## config.mk

```make
export PLATFORM = sky130hd
export DESIGN_NAME = seq_divider_flat
export DESIGN_NICKNAME = d
export VERILOG_FILES = /design/src/rtl/seq_divider_pkg.sv /design/src/rtl/seq_divider_if.sv /design/src/rtl/seq_divider_addsub.sv /design/src/rtl/seq_divider.sv /design/src/flat_wrapper.sv
export SDC_FILE = /design/constraint.sdc
export NUM_CORES = 1
export LEC_CHECK = 0
export CAP_MARGIN = 10
export CORE_ASPECT_RATIO = 0.7
export CORE_MARGIN = 1.5
export CORE_UTILIZATION = 45
export CTS_BUF_LIST = sky130_fd_sc_hd__clkbuf_16
export DETAILED_ROUTE_END_ITERATION = 6
export MAX_ROUTING_LAYER = met4
export PLACE_DENSITY = 0.82
export SYNTH_ARGS = -nofsm -noshare
export SYNTH_HDL_FRONTEND = slang
export SYNTH_SLANG_ARGS = --single-unit
```

## constraint.sdc

```tcl
create_clock -name clk -period 2.21 [get_ports clk]
set_input_delay 0.442 -clock clk [delete_from_list [all_inputs] [get_ports clk]]
set_output_delay 0.442 -clock clk [all_outputs]
set_load 0.005 [all_outputs]
```

## src/rtl/seq_divider_pkg.sv

```systemverilog
// seq_divider_pkg: shared types and constants for the sequential divider.
//   state_t        FSM encoding {IDLE, RUN, DONE}, 2 bits
//   DIV0_QUOTIENT  all-ones quotient returned on divide-by-zero (slice to WIDTH)
//   cnt_w()        iteration counter width for a given operand width
package seq_divider_pkg;

  typedef enum logic [1:0] {
    IDLE = 2'd0,
    RUN  = 2'd1,
    DONE = 2'd2
  } state_t;

  localparam int MAX_WIDTH = 16;
  localparam logic [MAX_WIDTH-1:0] DIV0_QUOTIENT = '1;

  // Counter only has to hold WIDTH-1; keep at least one bit for WIDTH=2.
  function automatic int cnt_w(input int w);
    return (w < 3) ? 1 : $clog2(w);
  endfunction

endpackage

```

## src/rtl/seq_divider_if.sv

```systemverilog
// seq_divider_if: start/done handshake and operand/result bus of the divider.
//   master: controller side (drives start/dividend/divisor)
//   slave : divider side (drives busy/done/quotient/remainder/div_by_zero)
interface seq_divider_if #(
  parameter int WIDTH = 4
);
  logic             start;
  logic [WIDTH-1:0] dividend;
  logic [WIDTH-1:0] divisor;
  logic             busy;
  logic             done;
  logic [WIDTH-1:0] quotient;
  logic [WIDTH-1:0] remainder;
  logic             div_by_zero;

  modport master (
    output start, dividend, divisor,
    input  busy, done, quotient, remainder, div_by_zero
  );

  modport slave (
    input  start, dividend, divisor,
    output busy, done, quotient, remainder, div_by_zero
  );
endinterface

```

## src/rtl/seq_divider_addsub.sv

```systemverilog
// addsub_stage: W-bit ripple adder/subtractor.
//   a, b  operands
//   mode  0 = add, 1 = subtract (b inverted, carry-in = 1)
//   sum   result
//   cout  carry out; in subtract mode 1 means no borrow (a >= b)
module addsub_stage #(
  parameter int W = 5
) (
  input  logic [W-1:0] a,
  input  logic [W-1:0] b,
  input  logic         mode,
  output logic [W-1:0] sum,
  output logic         cout
);
  always_comb begin
    logic cy;
    logic bx;
    cy  = mode;
    sum = '0;
    for (int i = 0; i < W; i++) begin
      bx     = b[i] ^ mode;
      sum[i] = a[i] ^ bx ^ cy;
      cy     = (a[i] & bx) | (cy & (a[i] ^ bx));
    end
    cout = cy;
  end
endmodule

```

## src/rtl/seq_divider.sv

```systemverilog
// seq_divider: restoring divider, one quotient bit per clock.
//   clk    rising-edge clock
//   rst_n  synchronous active-low reset; aborts any operation in flight
//   bus    seq_divider_if.slave: start/dividend/divisor in,
//          busy/done/quotient/remainder/div_by_zero out
// Optional: define SEQ_DIVIDER_SIGNED_EN for two's-complement operands
// (magnitudes run through the unsigned core, signs fixed up on exit).
module seq_divider
  import seq_divider_pkg::*;
#(
  parameter int WIDTH = 4
) (
  input  logic           clk,
  input  logic           rst_n,
  seq_divider_if.slave   bus
);
  localparam int CW = cnt_w(WIDTH);
  localparam logic [CW-1:0] CNT_INIT = CW'(WIDTH - 1);

  state_t           state_q, state_d;
  logic [WIDTH:0]   acc;
  logic [WIDTH-1:0] q_sh, dvs;
  logic [CW-1:0]    cnt;

  logic [WIDTH:0]   shifted, trial, acc_nxt;
  logic             no_borrow;
  logic [WIDTH-1:0] q_nxt, r_nxt, q_fin, r_fin;
  logic [WIDTH-1:0] a_abs, b_abs;
  logic             accept;

  assign accept = (state_q == IDLE) && bus.start;

  // Trial subtract: shifted - {0, dvs}.
  assign shifted = {acc[WIDTH-1:0], q_sh[WIDTH-1]};

  addsub_stage #(.W(WIDTH + 1)) u_sub (
    .a    (shifted),
    .b    ({1'b0, dvs}),
    .mode (1'b1),
    .sum  (trial),
    .cout (no_borrow)
  );

  assign acc_nxt = no_borrow ? trial : shifted;
  assign q_nxt   = {q_sh[WIDTH-2:0], no_borrow};
  assign r_nxt   = acc_nxt[WIDTH-1:0];

  // Top acc bit is a guard against overflow of the trial subtract; after a
  // restore step it is always zero, so nothing downstream reads it.
  logic unused_top;
  assign unused_top = acc[WIDTH] ^ trial[WIDTH];

`ifdef SEQ_DIVIDER_SIGNED_EN
  logic q_neg, r_neg;
  assign a_abs = bus.dividend[WIDTH-1] ? -bus.dividend : bus.dividend;
  assign b_abs = bus.divisor[WIDTH-1]  ? -bus.divisor  : bus.divisor;
  // Most-negative / -1 falls out naturally: |MIN| = MIN as unsigned, no negate.
  assign q_fin = q_neg ? -q_nxt : q_nxt;
  assign r_fin = r_neg ? -r_nxt : r_nxt;

  always_ff @(posedge clk) begin
    if (!rst_n) begin
      q_neg <= 1'b0;
      r_neg <= 1'b0;
    end else if (accept) begin
      q_neg <= bus.dividend[WIDTH-1] ^ bus.divisor[WIDTH-1];
      r_neg <= bus.dividend[WIDTH-1];
    end
  end
`else
  assign a_abs = bus.dividend;
  assign b_abs = bus.divisor;
  assign q_fin = q_nxt;
  assign r_fin = r_nxt;
`endif

  always_ff @(posedge clk) begin
    if (!rst_n) state_q <= IDLE;
    else        state_q <= state_d;
  end

  always_comb begin
    state_d = state_q;
    case (state_q)
      IDLE:    if (bus.start) state_d = (bus.divisor == '0) ? DONE : RUN;
      RUN:     if (cnt == '0) state_d = DONE;
      DONE:    state_d = IDLE;
      default: state_d = IDLE;
    endcase
  end

  assign bus.busy = (state_q == RUN);
  assign bus.done = (state_q == DONE);

  // Results are written on the edge that enters DONE, so they are valid
  // in the done cycle and held until the next operation finishes.
  always_ff @(posedge clk) begin
    if (!rst_n) begin
      acc             <= '0;
      q_sh            <= '0;
      dvs             <= '0;
      cnt             <= '0;
      bus.quotient    <= '0;
      bus.remainder   <= '0;
      bus.div_by_zero <= 1'b0;
    end else begin
      case (state_q)
        IDLE: if (bus.start) begin
          if (bus.divisor == '0) begin
            bus.quotient    <= DIV0_QUOTIENT[WIDTH-1:0];
            bus.remainder   <= bus.dividend;
            bus.div_by_zero <= 1'b1;
          end else begin
            acc  <= '0;
            q_sh <= a_abs;
            dvs  <= b_abs;
            cnt  <= CNT_INIT;
          end
        end
        RUN: begin
          acc  <= acc_nxt;
          q_sh <= q_nxt;
          cnt  <= cnt - CW'(1);
          if (cnt == '0) begin
            bus.quotient    <= q_fin;
            bus.remainder   <= r_fin;
            bus.div_by_zero <= 1'b0;
          end
        end
        default: ;
      endcase
    end
  end

endmodule
```

## src/flat_wrapper.sv

```systemverilog
// flat-port wrapper written by rule: the top's interface ports become plain ports
module seq_divider_flat import seq_divider_pkg::*;
#(
  parameter int WIDTH = 4
)
  (clk, rst_n, bus_start, bus_dividend, bus_divisor, bus_busy, bus_done, bus_quotient, bus_remainder, bus_div_by_zero);
  seq_divider_if #(.WIDTH(WIDTH)) bus_i ();
  input  logic clk;
  input  logic rst_n;
  input wire logic [$bits(bus_i.start)-1:0] bus_start;
  input wire logic [$bits(bus_i.dividend)-1:0] bus_dividend;
  input wire logic [$bits(bus_i.divisor)-1:0] bus_divisor;
  output wire logic [$bits(bus_i.busy)-1:0] bus_busy;
  output wire logic [$bits(bus_i.done)-1:0] bus_done;
  output wire logic [$bits(bus_i.quotient)-1:0] bus_quotient;
  output wire logic [$bits(bus_i.remainder)-1:0] bus_remainder;
  output wire logic [$bits(bus_i.div_by_zero)-1:0] bus_div_by_zero;
  assign bus_i.start = bus_start;
  assign bus_i.dividend = bus_dividend;
  assign bus_i.divisor = bus_divisor;
  assign bus_busy = bus_i.busy;
  assign bus_done = bus_i.done;
  assign bus_quotient = bus_i.quotient;
  assign bus_remainder = bus_i.remainder;
  assign bus_div_by_zero = bus_i.div_by_zero;
  seq_divider #(.WIDTH(WIDTH)) u_core (.clk(clk), .rst_n(rst_n), .bus(bus_i));
endmodule
```

# Yosys cells after proc, flatten, opt, wreduce, memory -nomap -nowiden

Cells that the tools add are included.

Bits in registers: 25
Input bits: 11
Output and inout port bits: 11
Logic and storage cells: 76

Add/subtract/negate cells: 1
Eq/ne operators: 6
Multiplexer cells: 26
Bitwise gates (word level): 27
Reductions and logical operators: 8

Operators with widths:

| kind                | number |
|---|---|
| $mux 4              | 11 |
| $pmux 4 s2          | 4 |
| $mux 2              | 5 |
| $and 1x1->1         | 8 |
| $pmux 2 s2          | 2 |
| $not 1->1           | 7 |
| $xor 1x1->1         | 7 |
| $ne 2x2->1 const B  | 3 |
| $reduce_and 3->1    | 2 |
| $or 1x1->1          | 5 |
| $logic_not 2->1     | 2 |
| $logic_not 4->1     | 1 |
| $reduce_and 4->1    | 1 |
| $mux 1              | 3 |
| $eq 2x1->1 const B  | 1 |
| $eq 2x2->1 const B  | 1 |
| $ne 2x1->1 const B  | 1 |
| $pmux 1 s2          | 1 |
| $reduce_and 2->1    | 1 |
| $reduce_bool 2->1   | 1 |
| $sub 2x1->2 const B | 1 |

# Longest topological paths before layout

Depth in word-level cells: 14
Gate-level depth with buffers: 11
Depth with buffers taken out: 11

# By module

Synthesis repeated with hierarchy kept, for this count alone.

Cells, all modules: 148
Area total of the unflattened synthesis: 1,366.3 um^2

By module, submodules not included:

| module       | times used | cells an instance | area an instance (um^2) | sequential area each (um^2) |
|---|---|---|---|---|
| seq_divider  | 1          | 130               | 1,187.4                 | 500.5 |
| addsub_stage | 1          | 18                | 178.9                   | 0.0 |

# Worst setup path before layout

Ideal clock, no wire load.

Kind: reg-to-reg
Start: register u_core.q_sh[3]
End: register u_core.bus.remainder[3]
Library setup time: 0.070 ns
Arrival: 2.123 ns
Required time: 2.140 ns
Slack: 0.017 ns
Cell stages (with the launch flop): 11
Buffers on the path: 0
Clock period less this slack: 2.193 ns
Cells stage by stage: dfxtp_1 > inv_1 > ha_1 > inv_1 > fa_1 > fa_1 > inv_1 > fa_1 > a211oi_1 > a21oi_1 > a21oi_1

Longest elaborated chain between the ends: 13
Elaborated cells between the ends (all ways): 15
Those cells by class: mux: 3; bitwise: 12

RTL lines:

| element                                    | RTL line                 | source |
|---|---|---|
| start, declared                            | seq_divider.sv:22        | `logic [WIDTH-1:0] q_sh, dvs;` |
| start signal, assigned                     | seq_divider.sv:115       | `q_sh <= a_abs;` |
| start signal, assigned                     | seq_divider.sv:122       | `q_sh <= q_nxt;` |
| $and 1x1->1 or $xor 1x1->1 (tied branches) | seq_divider_addsub.sv:23 | `cy = (a[i] & bx) \| (cy & (a[i] ^ bx));` |
| $or 1x1->1 *                               | seq_divider_addsub.sv:23 |  |
| $and 1x1->1 *                              | seq_divider_addsub.sv:23 |  |
| $or 1x1->1 *                               | seq_divider_addsub.sv:23 |  |
| $and 1x1->1 *                              | seq_divider_addsub.sv:23 |  |
| $or 1x1->1 *                               | seq_divider_addsub.sv:23 |  |
| $and 1x1->1                                | seq_divider_addsub.sv:23 |  |
| $or 1x1->1                                 | seq_divider_addsub.sv:23 |  |
| $and 1x1->1                                | seq_divider_addsub.sv:23 |  |
| $or 1x1->1                                 | seq_divider_addsub.sv:23 |  |
| $mux 4 *                                   | seq_divider.sv:44        | `assign acc_nxt = no_borrow ? trial : shifted;` |
| $mux 4 *                                   | seq_divider.sv:124       | `if (cnt == '0) begin` |
| $pmux 4 s2 *                               | seq_divider.sv:107       | `case (state_q)` |
| end signal, assigned                       | seq_divider.sv:111       | `bus.remainder <= bus.dividend;` |
| end signal, assigned                       | seq_divider.sv:126       | `bus.remainder <= r_fin;` |
| end, declared                              | seq_divider_if.sv:23     | `output busy, done, quotient, remainder, div_by_zero` |

Every way passes the cells marked *; elsewhere a longest branch is shown, timed or not. The select of a mux whose other input is x is not followed.
A chain may end at the register's enable or synchronous reset.

# Worst setup path after layout

Start: register u_core.q_sh[3]
End: register u_core.bus.remainder[0]

Longest elaborated chain between the ends: 13
Elaborated cells between the ends (all ways): 15
Those cells by class: mux: 3; bitwise: 12

RTL lines:

| element                                    | RTL line |
|---|---|
| $and 1x1->1 or $xor 1x1->1 (tied branches) | seq_divider_addsub.sv:23, seq_divider_addsub.sv:22 |
| $or 1x1->1                                 | seq_divider_addsub.sv:23 |
| $and 1x1->1                                | seq_divider_addsub.sv:23 |
| $or 1x1->1                                 | seq_divider_addsub.sv:23 |
| $and 1x1->1                                | seq_divider_addsub.sv:23 |
| $or 1x1->1                                 | seq_divider_addsub.sv:23 |
| $and 1x1->1                                | seq_divider_addsub.sv:23 |
| $or 1x1->1                                 | seq_divider_addsub.sv:23 |
| $and 1x1->1                                | seq_divider_addsub.sv:23 |
| $or 1x1->1                                 | seq_divider_addsub.sv:23 |
| $mux 4 *                                   | seq_divider.sv:44 |
| $mux 4 *                                   | seq_divider.sv:124 |
| $pmux 4 s2 *                               | seq_divider.sv:107 |

Marked as above.

==> results.cfg <==
[status]
outcome = finished, violations left
violations = negative setup slack

[cts]
cts_tree = yes
clk_pin_slew_ps = 60
postCtsHoldBufs = 0
clock_latency_ps = 260
cts_max_path_buffers = 2
clockRootBuffer = clkbuf_16
clock_sinks = 25
numCtsBuffers = 3
cts_htree_levels = 1

[routing]
vias = 1102
final_antenna_net_count = 0
first_pass_iters = 4
wirelength_um = 3210
wl_per_cell_um = 16.5
drc = 0
via_per_inst = 5.68
dr.first_iter.drc_count = 81

[placed_design]
placed_area_um2 = 1450
place.gp.congestion = 0.871
portBuffers = 21
dp_hpwl_um = 1990
dpl.cell_count = 188

[floorplanning]
die_w_um = 64.4
io_pins = 22
dieArea_um2 = 2960
initial_utilization_pct = 47.9
die_h_um = 46.0
core-area_um2 = 2480
num_rows = 15

[timing]
finalSetupViolCount = 5
drv_slew = 0
max-slew-margin-rel_pct = 74.9
fin_crit_ps = 2270
timing.final.hold_violations = 0
rsz0062_at_grt = yes
max_slew.worst_pin.slew_ps = 373
hold_ws_ps = 491
fin_crit_sh_pct = 103
fin_ws_ps = -56.6
skew_ps = 2.01
fmax_mhz = 441

[worst_setup_path]
crit_slowest_cell = fa_2
crit_chain = inv_2 > ha_4 > inv_2 > fa_2 > fa_2 > inv_2 > fa_2 > nand2b_4 > buf_6 > a211oi_4 > a21oi_2 > a21oi_1
path_buf_inv = 4
worstSetupStartpointType = register
r2r_slack_ps = -60
cpPeakStageDelay_ps = 350
cp_top_family = adder cells
critPathRequiredTime_ps = 2400
path_class = register to register
endpoint_kind = register
crit_arrival_ps = 2460
crit_fanout = 5

[cells_and_area]
final_cell_mix = dfxtp_1, clkdlybuf4s50_1, nand2_1
stdcell_count = 194
final_layout_size_suffix_gt1_share_pct = 27.5
area_growth_pct = 37.6
design_area_um2 = 1630
layout_commonest_cell = dfxtp_1
layout.nets = 177
n_antenna_cell = 0
utilization_pct = 65.9

[global_route]
grt_pass1_wl_um = 5060
grt_pass1_vias = 1044
antenna_found_initial = 0
track_usage_pct = 24.2
grt_max_degree = 17
grt_overflow_total = 0

[yosys]
avgSynthCellArea_um2 = 9.05
synth-seq-area-share_pct = 42.2
yosys_warnings = 0
synth_cell_types = 30
ys_seq_elements = 25
syn-num-nets = 147
synth_cells = 131
netlist_area_um2 = 1190

[pwr]
ir_drop_mv = 0.423
power_density_nw_per_um2 = 790
combPwrFrac_pct = 28.0
pwr-share-seq_pct = 40.9
power.switching_mw = 0.367
switching_share_pct = 28.5
clock_power_share_pct = 31.1
p_leak_nw = 0.609
p_int_mw = 0.921

[run]
cap_violations = 0

[hold_path]
hold_path.class = register to register
-- flip-flops by register name (all words and copies together), names as in the netlist --
signal and count:
u_core.bus.quotient 4, u_core.dvs 4, u_core.q_sh 4, u_core.bus.div_by_zero 1
u_core.acc 4, u_core.cnt 2, u_core.bus.remainder 4, u_core.state_q 2
-- cell type report --
cell class	count	area [um^2]
clock inverter	1	5.00
sequential	25	503
fill	209	846
timing repair buffer	32	300
multi-input combinational	88	659
tap	34	42.5
inverter	11	46.3
clock buffer	3	75.1
-- per-stage QoR --
step / setup WS [ps] / power, mW / setup TNS, ps
floorplan: 16.8 / 0.699 / 0
finish: -56.6 / 1.29 / -132
global placement: -75.2 / 0.797 / -87.0
global route: -125 / 1.34 / -732
CTS: -50.0 / 1.26 / -74.4
detailed placement: -142 / 0.811 / -915
-- synthesized netlist by cell type (all sizes together) --
master | instances | area share (%)
and2 | 2 | 1.1
o221a | 3 | 2.8
a21oi | 10 | 4.2
nor2b | 1 | 0.53
clkbuf | 3 | 0.95
inv | 11 | 3.9
or4b | 1 | 0.84
a211oi | 4 | 2.5
dfxtp | 25 | 42
nor2 | 11 | 3.7
nor3b | 3 | 2.3
o21ai | 11 | 4.6
nand2 | 21 | 6.6
nand2b | 2 | 1.1
o41ai | 1 | 0.74
a22oi | 1 | 0.63
a311oi | 3 | 2.2
o22ai | 3 | 1.6
mux2 | 2 | 1.9
a22o | 1 | 1.5
fa | 3 | 5.1
buf | 4 | 4.0
nor4 | 1 | 1.8
a31oi | 2 | 1.1
ha | 2 | 2.1
-- power by group through the flow --
| stage | combinational (mW) | sequential, mW | clock, mW |
|---|---|---|---|
| floorplan | 0.172 | 0.527 | 0 |
| CTS | 0.327 | 0.526 | 0.406 |
| detailed placement | 0.278 | 0.533 | 0 |
| global placement | 0.268 | 0.530 | 0 |
| global route | 0.388 | 0.532 | 0.422 |
| finish | 0.361 | 0.526 | 0.401 |
-- worst min-delay path, stage by stage, from the launching register on --
cell and delay [ps]:
dfxtp_1 330, nand2_1 60, o21ai_1 60
-- what timing repair did --
| action | CTS | global route |
|---|---|---|
| gates resized for setup | 21 | 6 |
| endpoints found under the setup margin | 10 | 9 |
| buffers inserted | 1 | 1 |
| pin swaps | 5 | 7 |
-- logic make-up after synthesis --
kind of cell	after synthesis	share of synthesized area, %
simple gates	42	17.9
flops	25	42.2
compound gates	39	21.9
fa+ha+maj	5	7.17
buf+inv	18	8.86
mux	2	1.90
-- layer usage --
metal	up-vias	global-route usage, %	share of wire [%]
li1	516	-	-
met1	526	29.7	41
met2	54	40.8	49
met3	6	5.45	8.3
met4	0	6.81	1.3
met5	-	-	0
-- final timing paths --
kind | from | to | cells past startpoint
max | u_core.q_sh[3] | u_core.bus.remainder[0] | 12
min | u_core.q_sh[0] | u_core.q_sh[0] | 2
max reg2reg | u_core.q_sh[3] | u_core.bus.remainder[0] | 12
min reg2reg | u_core.q_sh[0] | u_core.q_sh[0] | 2
No activity file was read; power rests on OpenSTA's default activity.
